==> src/rtl/dbg_cap_wr_ctrl.sv <==
// Debug capture RAM write controller: arm, wait for trigger, stream samples into RAM.
// Latency: one cycle from an accepted sample to its registered RAM write strobe.
// Backpressure: none; samples arriving while idle, done or on an abort cycle are dropped.
// Optional pre-trigger ring buffer is enabled by defining DBG_CAP_PRETRIG_EN.
module dbg_cap_wr_ctrl #(
    parameter int ADDR_WIDTH = 12,
    parameter int DATA_WIDTH = 16
) (
    input  logic                  clk,
    input  logic                  rst,
    input  logic                  cfg_start,
    input  logic                  cfg_abort,
    input  logic [ADDR_WIDTH-1:0] cfg_len,
`ifdef DBG_CAP_PRETRIG_EN
    input  logic [ADDR_WIDTH-1:0] cfg_pretrig,
`endif
    input  logic                  din_vld,
    input  logic [DATA_WIDTH-1:0] din,
    input  logic                  trig,
    output logic                  ram_cs,
    output logic                  ram_wr,
    output logic [ADDR_WIDTH-1:0] ram_addr,
    output logic [DATA_WIDTH-1:0] ram_din,
    output logic                  busy,
    output logic                  done,
    output logic [ADDR_WIDTH-1:0] start_addr
);
    localparam int CW = ADDR_WIDTH + 1;

    typedef enum logic [1:0] {IDLE, ARMED, CAPTURE, DONE} state_t;

    state_t                state_q;
    state_t                state_nxt;
    logic [ADDR_WIDTH-1:0] wr_ptr_q;
    logic [CW-1:0]         target_q;
    logic [CW-1:0]         post_len;
    logic [CW-1:0]         cnt_q;
    logic [CW-1:0]         cnt_nxt;
    logic                  done_q;
    logic                  arm;
    logic                  wr_en;
    logic                  trig_hit;
    logic                  finish;

`ifdef DBG_CAP_PRETRIG_EN
    logic [ADDR_WIDTH-1:0] pretrig_q;
    logic [ADDR_WIDTH-1:0] pre_cnt_q;
    logic [ADDR_WIDTH-1:0] start_addr_q;

    assign post_len   = target_q - {1'b0, pretrig_q};
    assign start_addr = start_addr_q;
`else
    assign post_len   = target_q;
    assign start_addr = '0;
`endif

    // The trigger sample is post-trigger write number one.
    assign cnt_nxt = (state_q == ARMED) ? CW'(1) : cnt_q + CW'(1);

    always_ff @(posedge clk) begin
        if (rst) begin
            state_q <= IDLE;
        end else begin
            state_q <= state_nxt;
        end
    end

    always_comb begin
        state_nxt = state_q;
        arm       = 1'b0;
        wr_en     = 1'b0;
        trig_hit  = 1'b0;
        finish    = 1'b0;
        if (cfg_abort) begin
            state_nxt = IDLE;
        end else begin
            case (state_q)
                IDLE, DONE: begin
                    if (cfg_start) begin
                        state_nxt = ARMED;
                        arm       = 1'b1;
                    end
                end
                ARMED: begin
                    if (din_vld && trig) begin
                        trig_hit = 1'b1;
                        wr_en    = 1'b1;
                        if (cnt_nxt >= post_len) begin
                            finish    = 1'b1;
                            state_nxt = DONE;
                        end else begin
                            state_nxt = CAPTURE;
                        end
                    end
`ifdef DBG_CAP_PRETRIG_EN
                    else if (din_vld) begin
                        wr_en = 1'b1;
                    end
`endif
                end
                CAPTURE: begin
                    if (din_vld) begin
                        wr_en = 1'b1;
                        if (cnt_nxt >= post_len) begin
                            finish    = 1'b1;
                            state_nxt = DONE;
                        end
                    end
                end
                default: state_nxt = IDLE;
            endcase
        end
    end

    always_ff @(posedge clk) begin
        if (rst) begin
            ram_cs   <= 1'b0;
            ram_wr   <= 1'b0;
            ram_addr <= '0;
            ram_din  <= '0;
            wr_ptr_q <= '0;
            target_q <= '0;
            cnt_q    <= '0;
            done_q   <= 1'b0;
        end else begin
            ram_cs <= wr_en;
            ram_wr <= wr_en;
            if (wr_en) begin
                ram_addr <= wr_ptr_q;
                ram_din  <= din;
                wr_ptr_q <= wr_ptr_q + ADDR_WIDTH'(1);
            end
            if (arm) begin
                wr_ptr_q <= '0;
                cnt_q    <= '0;
                done_q   <= 1'b0;
                target_q <= (cfg_len == '0) ? {1'b1, {ADDR_WIDTH{1'b0}}} : {1'b0, cfg_len};
            end
            if (trig_hit || (wr_en && state_q == CAPTURE)) begin
                cnt_q <= cnt_nxt;
            end
            if (finish) begin
                done_q <= 1'b1;
            end
        end
    end

`ifdef DBG_CAP_PRETRIG_EN
    // Pre-trigger depth saturates so start_addr never points past the oldest kept sample.
    always_ff @(posedge clk) begin
        if (rst) begin
            pretrig_q    <= '0;
            pre_cnt_q    <= '0;
            start_addr_q <= '0;
        end else begin
            if (arm) begin
                pretrig_q <= cfg_pretrig;
                pre_cnt_q <= '0;
            end
            if (wr_en && !trig_hit && state_q == ARMED && pre_cnt_q < pretrig_q) begin
                pre_cnt_q <= pre_cnt_q + ADDR_WIDTH'(1);
            end
            if (trig_hit) begin
                start_addr_q <= wr_ptr_q - pre_cnt_q;
            end
        end
    end
`endif

    assign busy = (state_q == ARMED) || (state_q == CAPTURE);
    assign done = done_q;

endmodule

==> config.mk <==
export PLATFORM = sky130hd
export DESIGN_NAME = dbg_cap_wr_ctrl
export DESIGN_NICKNAME = d
export VERILOG_FILES = /design/src/rtl/dbg_cap_wr_ctrl.sv
export SDC_FILE = /design/constraint.sdc
export NUM_CORES = 1
export LEC_CHECK = 0
export ABC_AREA = 1
export CORE_ASPECT_RATIO = 0.8
export CORE_UTILIZATION = 45
export DETAILED_ROUTE_END_ITERATION = 7
export HOLD_SLACK_MARGIN = 0.02
export PLACE_DENSITY = 0.73
export SYNTH_ARGS = -nofsm -noshare
export SYNTH_HDL_FRONTEND = slang
export SYNTH_SLANG_ARGS = --single-unit
==> constraint.sdc <==
create_clock -name clk -period 4.1 [get_ports clk]
set_input_delay 0.41 -clock clk [delete_from_list [all_inputs] [get_ports clk]]
set_output_delay 0.41 -clock clk [all_outputs]
set_load 0.005 [all_outputs]
Word-level counts from Yosys, hierarchy flattened

Index checks and enable logic that the tools add are counted.

Register bits after elaboration: 70
Input port bits: 34
Output and inout bits: 44
Logic and storage cells: 56

$add $sub $neg: 2
$lt $le $gt $ge: 1
Eq/ne operators: 7
Mux-type cells: 26
Reductions and logical operators: 12

Operator list:

| cell                    | count |
|---|---|
| $mux W13                | 4 |
| $mux W1                 | 15 |
| $add A13 B1 Y13 const B | 1 |
| $ge A13 B13 Y1          | 1 |
| $add A12 B1 Y12 const B | 1 |
| $logic_not A12 Y1       | 1 |
| $mux W2                 | 4 |
| $ne A2 B2 Y1 const B    | 3 |
| $pmux W2 S3             | 1 |
| $reduce_or A2 Y1        | 3 |
| $eq A2 B2 Y1 const B    | 2 |
| $pmux W1 S2             | 2 |
| $reduce_and A4 Y1       | 1 |
| $reduce_bool A2 Y1      | 2 |
| $eq A2 B1 Y1 const B    | 1 |
| $logic_and A1 B1 Y1     | 2 |
| $logic_not A2 Y1        | 1 |
| $logic_or A1 B1 Y1      | 2 |
| $ne A2 B1 Y1 const B    | 1 |

Logic depth before layout (Yosys ltp)

Depth after elaboration: 8
Depth in mapped cells: 20
Depth with buffers taken out: 20

Worst setup path after synthesis

OpenSTA, ideal clock, no wires.

Path type: register -> register
Start point: register cnt_q[0]
End point: register state_q[0]
Library setup time: 0.111 ns
Arrival: 2.164 ns
Data required time: 3.989 ns
Path slack: 1.824 ns
Cell stages (with the launch flop): 19
Path buffers: 0
Clock period less this slack: 2.276 ns
Path through: dfxtp_1 > ha_1 > nand4_1 > nor3_2 > nand3_1 > nand2_1 > a21oi_1 > ha_1 > nand2_1 > nor2_1 > nand2_1 > nor2_1 > nor2_1 > nand3_1 > nand2_1 > nand2_1 > nand2_1 > nor2_1 > nor2_1

Word-level cells in the longest chain between the ends: 6
Elaborated cells on any way between the ends: 8
Classes of those cells: add/sub: 1; order compare: 1; eq/ne: 1; mux: 4; reduce/logical: 1

Ends and longest elaborated chain:

| item                     | RTL line | source |
|---|---|---|
| start: declaration       | 37       | `logic [CW-1:0] cnt_q;` |
| start signal: assignment | 140      | `cnt_q <= cnt_nxt;` |
| $add A13 B1 Y13 *        | 58       | `assign cnt_nxt = (state_q == ARMED) ? CW'(1) : cnt_q + CW'(1);` |
| $mux W13 *               | 58       |  |
| $ge A13 B13 Y1 *         | 88, 104  |  |
| $mux W1                  | 88       | `if (cnt_nxt >= post_len) begin` |
| $mux W2                  | 85       | `if (din_vld && trig) begin` |
| $pmux W2 S3              | 77       | `case (state_q)` |
| end signal: assignment   | 64       | `state_q <= state_nxt;` |
| end: declaration         | 32       | `state_t state_q;` |

Mark *: on every way between the ends. The rest lies on a longest branch, timed or not. The select of a mux whose other input is x is not followed.
A chain may end at the register's enable or synchronous reset.

Worst setup path in the final report

Start point: register cnt_q[0]
End point: register state_q[1]

Word-level cells in the longest chain between the ends: 5

Ends and longest elaborated chain:

| item                        | RTL line | source |
|---|---|---|
| $add A13 B1 Y13             | 58       |  |
| $mux W13                    | 58       |  |
| $ge A13 B13 Y1              | 104      | `if (cnt_nxt >= post_len) begin` |
| $ne A2 B2 Y1 (no line)      | n/a      |  |
| $reduce_and A4 Y1 (no line) | n/a      |  |

Every way passes these cells.

==> summary.md <==
| Metric | Value |
|---|---|
| Total CTS buffers | 9 |
| Final ANT Viol Nets | 0 |
| First-pass GRT wire length | 14.0 mm |
| Clk buf depth | 2 |
| Crit-path max FO | 4 |
| Syn. warnings | 0 |
| Multi-input logic area | 1700 µm² |
| Chip width | about 100 µm |
| HP Class | reg -> reg |
| Max Fclk | 0.372 GHz |
| Hold buffers post-CTS | 0 |
| Count leader, synth | nand2_1 |
| Port Buf Inserts | 65 |
| Clock power share | 40.1% |
| Core area | 7390 µm² |
| Ant. Diodes | 0 |
| Die Y-Extent | 80.3 µm |
| Gate Count Post-Synth | 479 |
| Final Wtd Congestion | 0.860 |
| Largest net degree at the start of global routing | 39 |
| Commonest cells post-synth | nand2_1 (80), nor2_1 (74), dfxtp_1 (70), inv_1 (51), o21ai_0 (48) |
| DR vias | between 3000 and 4000 |
| RSZ-0062 raised after global routing | false |
| Final TNS setup | 0 ns |
| Total gr overflow | 0 |
| Clock Latency Late Sink | 0.35 ns |
| Layout area overhead | 25.2% |
| Slew headroom | 33.5% |
| R2R setup slack | 1.41 ns |
| CP endpoint kind | flop |
| Antenna violations before repair | 0 |
| Top-Level Pins | 78 |
| Register area share after synthesis | 40.7% |
| FILL cells | 696 |
| MaxCap Viol Count | 0 |
| Initial DRC Count | 191 |
| Psw | 0.352 mW |
| Wire per inst | around 13 µm |
| # nets final | 590 |
| GRT Total Usage | 22.6% |
| Drt total wl | 8.25 mm |
| Die area | approximately 8000 µm² |
| Sw frac | 25.2% |
| Internal Power | 1.05 mW |
| CTS tree | done |
| P per Cell Area | 324 nW/µm² |
| Static Leakage | around 1.7 nW |
| Combinational Power Share | between 10 and 15% |
| Synth area leader | dfxtp_1 |
| Skew final | 0.0101 ns |
| Status | finished clean |
| Drt drc | 0 |
| Vias per cell | 4.95 |
| H-tree Lvls | 3 |
| Post_cts resized | 0 |
| CTS Root Cell | clkbuf_8 |
| Router iterations before antenna repair | 5 |
| Worst EP arrival | 2.97 ns |
| Crit path launch type | flop |
| Peak supply drop | 0.000248 V |
| Post-CTS setup buffers | 0 |
| Final Cell Area | 4310 µm² |
| EDFF count, synth | 0 |
| Clock sinks | 70 |
| Seq pwr share | 49.7% |
| Fin crit period | about 2.7 ns |
| CTS clock-pin slew for the worst setup and hold paths | ~0.07 ns |
| Syn_area_per_cell | 7.19 µm² |
| Row Count | 28 |
| Final Hold Viols | 0 |
| Largest cells by area after synthesis | dfxtp_1 (41%), nand2_1 (8.7%), nor2_1 (8.1%), o21ai_0 (7.0%), ha_1 (6.2%) |
| Critical path class | reg -> reg |
| #FFs+latches synth | 70 |
| Library cells used by synthesis | 34 |
| Asr flop ratio synth | 0% |
| Cell area after synthesis | about 3400 µm² |
| Final setup fails | 0 |
| Worst Path Required | 4.37 ns |
| Effective utilization at floorplan | 46.6% |
| Share of the synthesized area in the top cell type | 40.7% |
| Worst slew pin tran | 0.997 ns |
| Reg area | 1400 µm² |
| Layout cells sized above 1 | 5.52% |
| Vias in the first global route | about 3100 |
| Max-slew violation count | 0 |
| Synth Flop Type | dfxtp_1 |
| Placed Area | 4120 µm² |
| Period utilization | 65.6% |
| DP Wirelength | 5.93 mm |
==> state kept, by name, summed over array words and instances (netlist names) <==
signal    count
post_len     13
cnt_q        13
state_q       2
ram_wr        1
wr_ptr_q     12
ram_din      16
ram_addr     12
done          1
==> power groups by stage <==
stage / clock network, mW / registers, mW / logic, mW
2_1_floorplan: 0 / 0.711 / 0.0867
3_3_place_gp: 0 / 0.711 / 0.138
3_5_place_dp: 0 / 0.711 / 0.141
4_1_cts: 0.573 / 0.695 / 0.142
5_1_grt: 0.601 / 0.696 / 0.160
6_report: 0.561 / 0.695 / 0.142
==> path summary, 6_finish.rpt <==
| check | startpoint | end | depth (start not counted) |
|---|---|---|---|
| min | done$_SDFFE_PP0P_ | done$_SDFFE_PP0P_ | 2 |
| min reg2reg | done$_SDFFE_PP0P_ | done$_SDFFE_PP0P_ | 2 |
| max | cnt_q[0]$_SDFFE_PP0P_ | state_q[1]$_SDFFE_PP0P_ | 16 |
| max reg2reg | cnt_q[0]$_SDFFE_PP0P_ | state_q[1]$_SDFFE_PP0P_ | 16 |
==> routing by layer <==
layer  share of wire, %  vias up  GRT usage [%]
li1                   -     1636              -
met1                 47     1458           28.9
met2                 44      104           36.3
met3                6.8       10           6.88
met4                1.3        0           7.65
met5                  0        -              0
==> kinds of logic (layout without fill, tap and decap cells) <==
| logic type | Yosys count | in the layout | share of synthesized area [%] |
|---|---|---|---|
| flops | 70 | 70 | 40.7 |
| compound gates | 97 | 97 | 15.1 |
| simple gates | 201 | 201 | 24.7 |
| buf+inv | 85 | 138 | 11.2 |
| other cells | 1 | 12 | 0.109 |
| xor+xnor | 8 | 8 | 2.03 |
| fa+ha+maj | 17 | 17 | 6.17 |
==> cell usage in the layout, fill, tap and decap left out, types with 8 or more instances in the layout <==
cell,instances
nand2_1,80
nor2_1,74
dfxtp_1,70
clkdlybuf4s50_1,65
inv_1,51
o21ai_0,48
a21oi_1,40
nand3_1,24
ha_1,17
conb_1,12
clkbuf_8,10
xor2_1,8
==> metrics by stage <==
step	total power [mW]	hold slack, ns	setup slack, ns	instances	util [%]
2_1_floorplan	0.797	0.425	1.82	490	-
3_3_place_gp	0.849	0.446	1.52	633	55.7
3_5_place_dp	0.852	0.453	1.46	633	55.7
4_1_cts	1.41	0.465	1.42	648	58.3
5_1_grt	1.46	0.485	1.13	648	58.3
6_report	1.40	0.466	1.41	648	58.3
==> worst max-delay path: stages, from the launching register on <==
cell,delay (ns)
dfxtp_1,0.38
ha_1,0.23
nand4_1,0.19
nor3_2,0.26
xor2_1,0.21
nor2_1,0.08
ha_1,0.33
nand2_1,0.07
nor2_1,0.10
nand2_1,0.08
inv_1,0.06
nand2_1,0.05
nand3_1,0.17
nand2_1,0.12
nand2_1,0.07
nand2_1,0.06
a21boi_0,0.16
==> layout make-up <==
class | count | area share, %
multi-input cells | 335 | 39.4
repair buffers | 69 | 15.8
flip-flops and latches | 70 | 32.5
clock inverters | 5 | 1.39
well taps | 105 | 3.05
inverters | 54 | 4.70
clock buffers | 10 | 3.19
Note: power is estimated with default switching activity, not from simulation.
